`config.mk`:
```
export PLATFORM = sky130hd
export DESIGN_NAME = hazard_scoreboard
export DESIGN_NICKNAME = d
export VERILOG_FILES = /design/src/rtl/hazard_scoreboard.sv
export SDC_FILE = /design/constraint.sdc
export NUM_CORES = 1
export LEC_CHECK = 0
export CORE_ASPECT_RATIO = 1.4
export CORE_MARGIN = 5
export CORE_UTILIZATION = 45
export CTS_BUF_LIST = sky130_fd_sc_hd__clkbuf_16
export DETAILED_ROUTE_END_ITERATION = 8
export PLACE_DENSITY = 0.94
export SYNTH_ARGS = -nofsm -noshare
export SYNTH_HDL_FRONTEND = slang
export SYNTH_SLANG_ARGS = --single-unit
```
`constraint.sdc`:
```
create_clock -name clk -period 3.4 [get_ports clk]
set_input_delay 0.34 -clock clk [delete_from_list [all_inputs] [get_ports clk]]
set_output_delay 0.34 -clock clk [all_outputs]
set_load 0.05 [all_outputs]
```
`src/rtl/hazard_scoreboard.sv`:
```
// Hazard controller for the 5-stage MIPS pipe: load-use, branch-operand and
// long-op (mult/div) interlocks, memory-wait freeze, and D/E forwarding selects.
module hazard_scoreboard #(
    parameter int REG_AW             = 5,
    parameter int LAT_W              = 6,
    parameter bit ZERO_REG_HARDWIRED = 1'b1
) (
    input  logic              clk,
    input  logic              reset,
    input  logic [REG_AW-1:0] rs_d,
    input  logic [REG_AW-1:0] rt_d,
    input  logic              uses_rs_d,
    input  logic              uses_rt_d,
    input  logic [REG_AW-1:0] dst_d,
    input  logic              reg_we_d,
    input  logic              long_d,
    input  logic [LAT_W-1:0]  long_lat_d,
    input  logic [1:0]        branch_d,
    input  logic [1:0]        jump_d,
    input  logic              pc_src_d,
    input  logic [REG_AW-1:0] rs_e,
    input  logic [REG_AW-1:0] rt_e,
    input  logic [REG_AW-1:0] reg_write_addr_e,
    input  logic              reg_we_e,
    input  logic              mem_to_reg_e,
    input  logic [REG_AW-1:0] reg_write_addr_m,
    input  logic              reg_we_m,
    input  logic              mem_to_reg_m,
    input  logic [REG_AW-1:0] reg_write_addr_w,
    input  logic              reg_we_w,
    input  logic              mem_wait,
    output logic              stall_f,
    output logic              stall_d,
    output logic              stall_e,
    output logic              stall_m,
    output logic              stall_w,
    output logic              flush_d,
    output logic              flush_e,
    output logic [1:0]        forward_a_d,
    output logic [1:0]        forward_b_d,
    output logic [1:0]        forward_a_e,
    output logic [1:0]        forward_b_e,
    output logic              long_busy,
    output logic              long_wb,
    output logic [REG_AW-1:0] long_dst,
    output logic [1:0]        dbg_state_o
);

    typedef enum logic [1:0] {
        ST_IDLE = 2'd0,
        ST_BUSY = 2'd1,
        ST_WB   = 2'd2
    } state_t;

    state_t            state_q, state_d;
    logic [LAT_W-1:0]  cnt_q, cnt_d;
    logic [REG_AW-1:0] long_dst_q, long_dst_d;

    logic in_busy, in_wb, issue;
    logic lw_stall, branch_stall, long_stall;
    logic stall_core, stall_mem;

    // Producer match: same address, producer writes, and $0 excluded when hardwired.
    function automatic logic hit(input logic [REG_AW-1:0] src,
                                 input logic [REG_AW-1:0] wr,
                                 input logic              en);
        return en && (src == wr) && (!ZERO_REG_HARDWIRED || (src != '0));
    endfunction

    // Reset masks the scoreboard immediately so an aborted op has no visible effect.
    assign in_busy = (state_q == ST_BUSY) && !reset;
    assign in_wb   = (state_q == ST_WB) && !reset;

    assign lw_stall =
        hit(rs_d, reg_write_addr_e, uses_rs_d & mem_to_reg_e) |
        hit(rt_d, reg_write_addr_e, uses_rt_d & mem_to_reg_e);

    assign branch_stall = ((branch_d != 2'b00) | jump_d[1]) & (
        hit(rs_d, reg_write_addr_e, uses_rs_d & reg_we_e) |
        hit(rt_d, reg_write_addr_e, uses_rt_d & reg_we_e) |
        hit(rs_d, reg_write_addr_m, uses_rs_d & reg_we_m & mem_to_reg_m) |
        hit(rt_d, reg_write_addr_m, uses_rt_d & reg_we_m & mem_to_reg_m));

    // RAW on the pending result, WAW on its destination, or a second long op.
    assign long_stall = in_busy & (
        hit(rs_d, long_dst_q, uses_rs_d) |
        hit(rt_d, long_dst_q, uses_rt_d) |
        hit(dst_d, long_dst_q, reg_we_d) |
        long_d);

    // if-form so an unknown term falls through to the de-asserted default.
    always_comb begin
        stall_core = 1'b0;
        stall_mem  = 1'b0;
        if (lw_stall | branch_stall | long_stall | mem_wait) stall_core = 1'b1;
        if (mem_wait) stall_mem = 1'b1;
    end

    assign stall_f = stall_core;
    assign stall_d = stall_core;
    assign stall_e = stall_mem;
    assign stall_m = stall_mem;
    assign stall_w = stall_mem;
    assign flush_e = stall_core & ~stall_mem;
    assign flush_d = (pc_src_d | (jump_d != 2'b00)) & ~stall_core;

    assign issue = long_d & ~stall_core;

    always_comb begin
        forward_a_d = 2'b00;
        forward_b_d = 2'b00;
        if (hit(rs_d, reg_write_addr_m, uses_rs_d & reg_we_m))  forward_a_d = 2'b10;
        else if (hit(rs_d, long_dst_q, uses_rs_d & in_wb))      forward_a_d = 2'b11;
        if (hit(rt_d, reg_write_addr_m, uses_rt_d & reg_we_m))  forward_b_d = 2'b10;
        else if (hit(rt_d, long_dst_q, uses_rt_d & in_wb))      forward_b_d = 2'b11;
    end

    always_comb begin
        forward_a_e = 2'b00;
        forward_b_e = 2'b00;
        if (hit(rs_e, reg_write_addr_m, reg_we_m))      forward_a_e = 2'b10;
        else if (hit(rs_e, reg_write_addr_w, reg_we_w)) forward_a_e = 2'b01;
        else if (hit(rs_e, long_dst_q, in_wb))          forward_a_e = 2'b11;
        if (hit(rt_e, reg_write_addr_m, reg_we_m))      forward_b_e = 2'b10;
        else if (hit(rt_e, reg_write_addr_w, reg_we_w)) forward_b_e = 2'b01;
        else if (hit(rt_e, long_dst_q, in_wb))          forward_b_e = 2'b11;
    end

    always_comb begin
        state_d    = state_q;
        cnt_d      = cnt_q;
        long_dst_d = long_dst_q;
        unique case (state_q)
            ST_IDLE, ST_WB: begin
                if (issue) begin
                    state_d    = ST_BUSY;
                    cnt_d      = (long_lat_d == '0) ? LAT_W'(1) : long_lat_d;
                    long_dst_d = dst_d;
                end else begin
                    state_d = ST_IDLE;
                end
            end
            ST_BUSY: begin
                // Counter runs through mem_wait so the writeback slot stays fixed.
                cnt_d = cnt_q - LAT_W'(1);
                if (cnt_q <= LAT_W'(1)) state_d = ST_WB;
            end
            default: state_d = ST_IDLE;
        endcase
    end

    always_ff @(posedge clk) begin
        if (reset) begin
            state_q    <= ST_IDLE;
            cnt_q      <= '0;
            long_dst_q <= '0;
        end else begin
            state_q    <= state_d;
            cnt_q      <= cnt_d;
            long_dst_q <= long_dst_d;
        end
    end

    assign long_busy   = in_busy;
    assign long_wb     = in_wb;
    assign long_dst    = reset ? '0 : long_dst_q;
    assign dbg_state_o = state_q;

endmodule

```
==> flow_metrics.env <==
export IMPL_cts_htree_levels=1
export IMPL_drtIter0Drc=151
export IMPL_wl_per_cell_um=17.3
export IMPL_synth_warnings=0
export IMPL_worstMarginPinSlew_ns=0.544
export IMPL_clockBufferDepth=2
export IMPL_r2r_start="long_dst_q[2]"
export IMPL_grt_pass1_wl_um=10000
export IMPL_seqCellArea_um2=260
export IMPL_wl_met3_um=297
export IMPL_critical_path_arrival_ns=2.74
export IMPL_routed_wl_um=6080
export IMPL_fp_row_count=27
export IMPL_clock_sinks=13
export IMPL_worstSetupEndpoint="flush_d"
export IMPL_synth_xor_area_share=0.319
export IMPL_die_w_um=63.2
export IMPL_cp_start_kind="input pin"
export IMPL_skew_ns=0.000706
export IMPL_clkLatencyLatePin_ns=0.24
export IMPL_fin_crit_ns=3.08
export IMPL_grt_overflow=0
export IMPL_ctsResizeCount=0
export IMPL_yosysMostFrequentCell="xnor2_1"
export IMPL_cts_tree="yes"
export IMPL_max_slew_margin=0.636
export IMPL_gp_congestion=0.912
export IMPL_yosys_area_share_simple=0.291
export IMPL_dieArea_mm2=0.00534
export IMPL_critPathKind="in -> out"
export IMPL_antenna_found_initial=0
export IMPL_synth_compound_area_frac=0.167
export IMPL_start_util=0.459
export IMPL_critPathMaxFanout=4
export IMPL_topRoutingLayerUsed="met4"
export IMPL_diodes=0
export IMPL_drive_above_1_share=0.0906
export IMPL_grt_setup_unrepaired="false"
export IMPL_end_kind="output pin"
export IMPL_setup_violations=0
export IMPL_port_buffers=86
export IMPL_synthMuxAreaShare=0
export IMPL_power_leakage_uw=0.000992
export IMPL_io_pins=87
export IMPL_min_path_type="reg -> reg"
export IMPL_drt_antenna_violating_nets=0
export IMPL_grt_max_degree=18
export IMPL_track_usage=0.222
export IMPL_setup_tns_ns=0
export IMPL_multi_input_area_mm2=0.00142
export IMPL_netlist_top_cells_area="xnor2_1 23%, dfxtp_1 15%, xor2_1 8.8%"
export IMPL_dp_cells=348
export IMPL_drc=0
export IMPL_peakVddDrop_uv=284
export IMPL_synth_distinct_cells=42
export IMPL_synth_top_family_by_area="XOR/XNOR gates"
export IMPL_synth_seq_cells=13
export IMPL_drv_slew=0
export IMPL_fin_crit_sh=0.905
export IMPL_wl_met1_um=2190
export IMPL_clockRootBuffer="clkbuf_16"
export IMPL_setup_ws_ns=0.322
export IMPL_holdWs_ns=0.513
export IMPL_synth_cells=232
export IMPL_first_global_vias=2199
export IMPL_die_h_um=84.5
export IMPL_first_pass_iters=4
export IMPL_powerDensity_mw_per_mm2=270
export IMPL_clk_pin_slew_ns=0.04
export IMPL_max_cap_violations=0
export IMPL_ys_flop_type="dfxtp_1"
export IMPL_place_ws_ns=0.325
export IMPL_hpwlAfterDp_um=4970
export IMPL_fin_util=0.703
export IMPL_synth_edff_count=0
export IMPL_synth_seq_area_share=0.146
export IMPL_reg2reg_depth=7
export IMPL_async_flop_share=0
export IMPL_ctsHoldBuffers=0
export IMPL_syn_to_final_growth_pct=53.1
export IMPL_avgSynthCellArea_um2=7.69
export IMPL_crit_required_ns=3.06
export IMPL_vias_per_cell=5.90
export IMPL_numCtsBuffers=3
export IMPL_route_met2_wl_um=3470
export IMPL_instances_no_fill=352
export IMPL_hold_viol_final=0
export IMPL_post_cts_buffers=0
export IMPL_status="complete, no violations"
export IMPL_max_freq_ghz=0.325
export IMPL_syn_nets=297
export IMPL_fill_cells=313
export IMPL_r2r_end="cnt_q[0]"
export IMPL_synth_largest_area_cell="xnor2_1"
export IMPL_crit_start="rt_d[1]"
export IMPL_synthTopCellsByCount="47 x xnor2_1, 18 x xor2_1, 13 x dfxtp_1, 13 x nand4_1, 12 x nor2_1"
export IMPL_synthAdderAreaFrac=0.0140
export IMPL_via_count=2076
export IMPL_synth_top_area_share=0.231
export IMPL_core_region_area_mm2=0.00388
export IMPL_r2r_slack_ns=1.17
export IMPL_syn_area_mm2=0.00178
export IMPL_nNetsFinal=375
==> metal layers <==
metal,up-vias,track usage
li1,1004,-
met5,-,0
met3,13,0.0295
met2,67,0.444
met4,0,0.0662
met1,992,0.232
==> state kept, by name, indices dropped and copies added, names as in the netlist <==
| register | flops |
|---|---|
| long_dst_q | 5 |
| cnt_q | 6 |
| dbg_state_o | 2 |
==> logic make-up (layout without fill, tap and decap cells) <==
logic type                 count (synthesis)  count (layout)
DFF                                       13              13
adders and majority gates                  2               2
and+or+nand+nor                           90              90
AOI/OAI and AO/OA                         39              39
xor gates and xnor gates                  65              65
buffers and inverters                     23             100
==> power breakdown <==
group | total [µW] | switching [µW] | leakage [µW] | internal, µW
Sequential | 188 | 21.9 | 0.000107 | 166
Clock | 222 | 66.8 | 0.0000423 | 155
Combinational | 326 | 159 | 0.000843 | 167
Total | 736 | 248 | 0.000992 | 488
==> final cells by class <==
cell class | instances | area share
Multi-Input combinational cell | 196 | 0.520
Timing Repair Buffer | 91 | 0.329
Sequential cell | 13 | 0.0953
Clock buffer | 3 | 0.0275
Tap cell | 43 | 0.0197
Inverter | 5 | 0.00687
Clock inverter | 1 | 0.00137
==> metrics by stage <==
step,instance area (µm²),total power (µW)
CTS,2730,734
detailed placement,2650,514
global route,2730,772
global placement,2650,507
floorplan,1790,368
finish,2730,736
==> worst min-delay path by stage <==
| stage | endpoint | startpoint | depth (start not counted) |
|---|---|---|---|
| detailed placement | cnt_q[1] | cnt_q[1] | 2 |
| CTS | cnt_q[1] | cnt_q[1] | 2 |
| floorplan | cnt_q[1] | cnt_q[1] | 2 |
| global route | cnt_q[1] | cnt_q[1] | 2 |
| global placement | cnt_q[1] | cnt_q[1] | 2 |
| finish | cnt_q[1] | cnt_q[1] | 2 |
==> worst max-delay path, cell delays in order <==
cell and delay [ns]:
clkdlybuf4s50_1 0.53, or4_4 0.56, o21ai_2 0.17, nor3_2 0.10, o211a_1 0.26, a211oi_1 0.30, nor3b_2 0.30, buf_12 0.17
==> cell usage in the layout, fill, tap and decap left out, drive strengths merged, types with 4 or more instances in the layout <==
cell,n
xnor2,47
nand2b,4
nand2,8
buf,15
clkdlybuf4s50,76
o31ai,7
nor4,6
nor2b,6
nor3,12
a21oi,8
o21bai,4
nor2,12
dfxtp,13
or4,12
nand4,13
xor2,18
nand3,9
inv,6
Power figures use the tool's default switching activity.
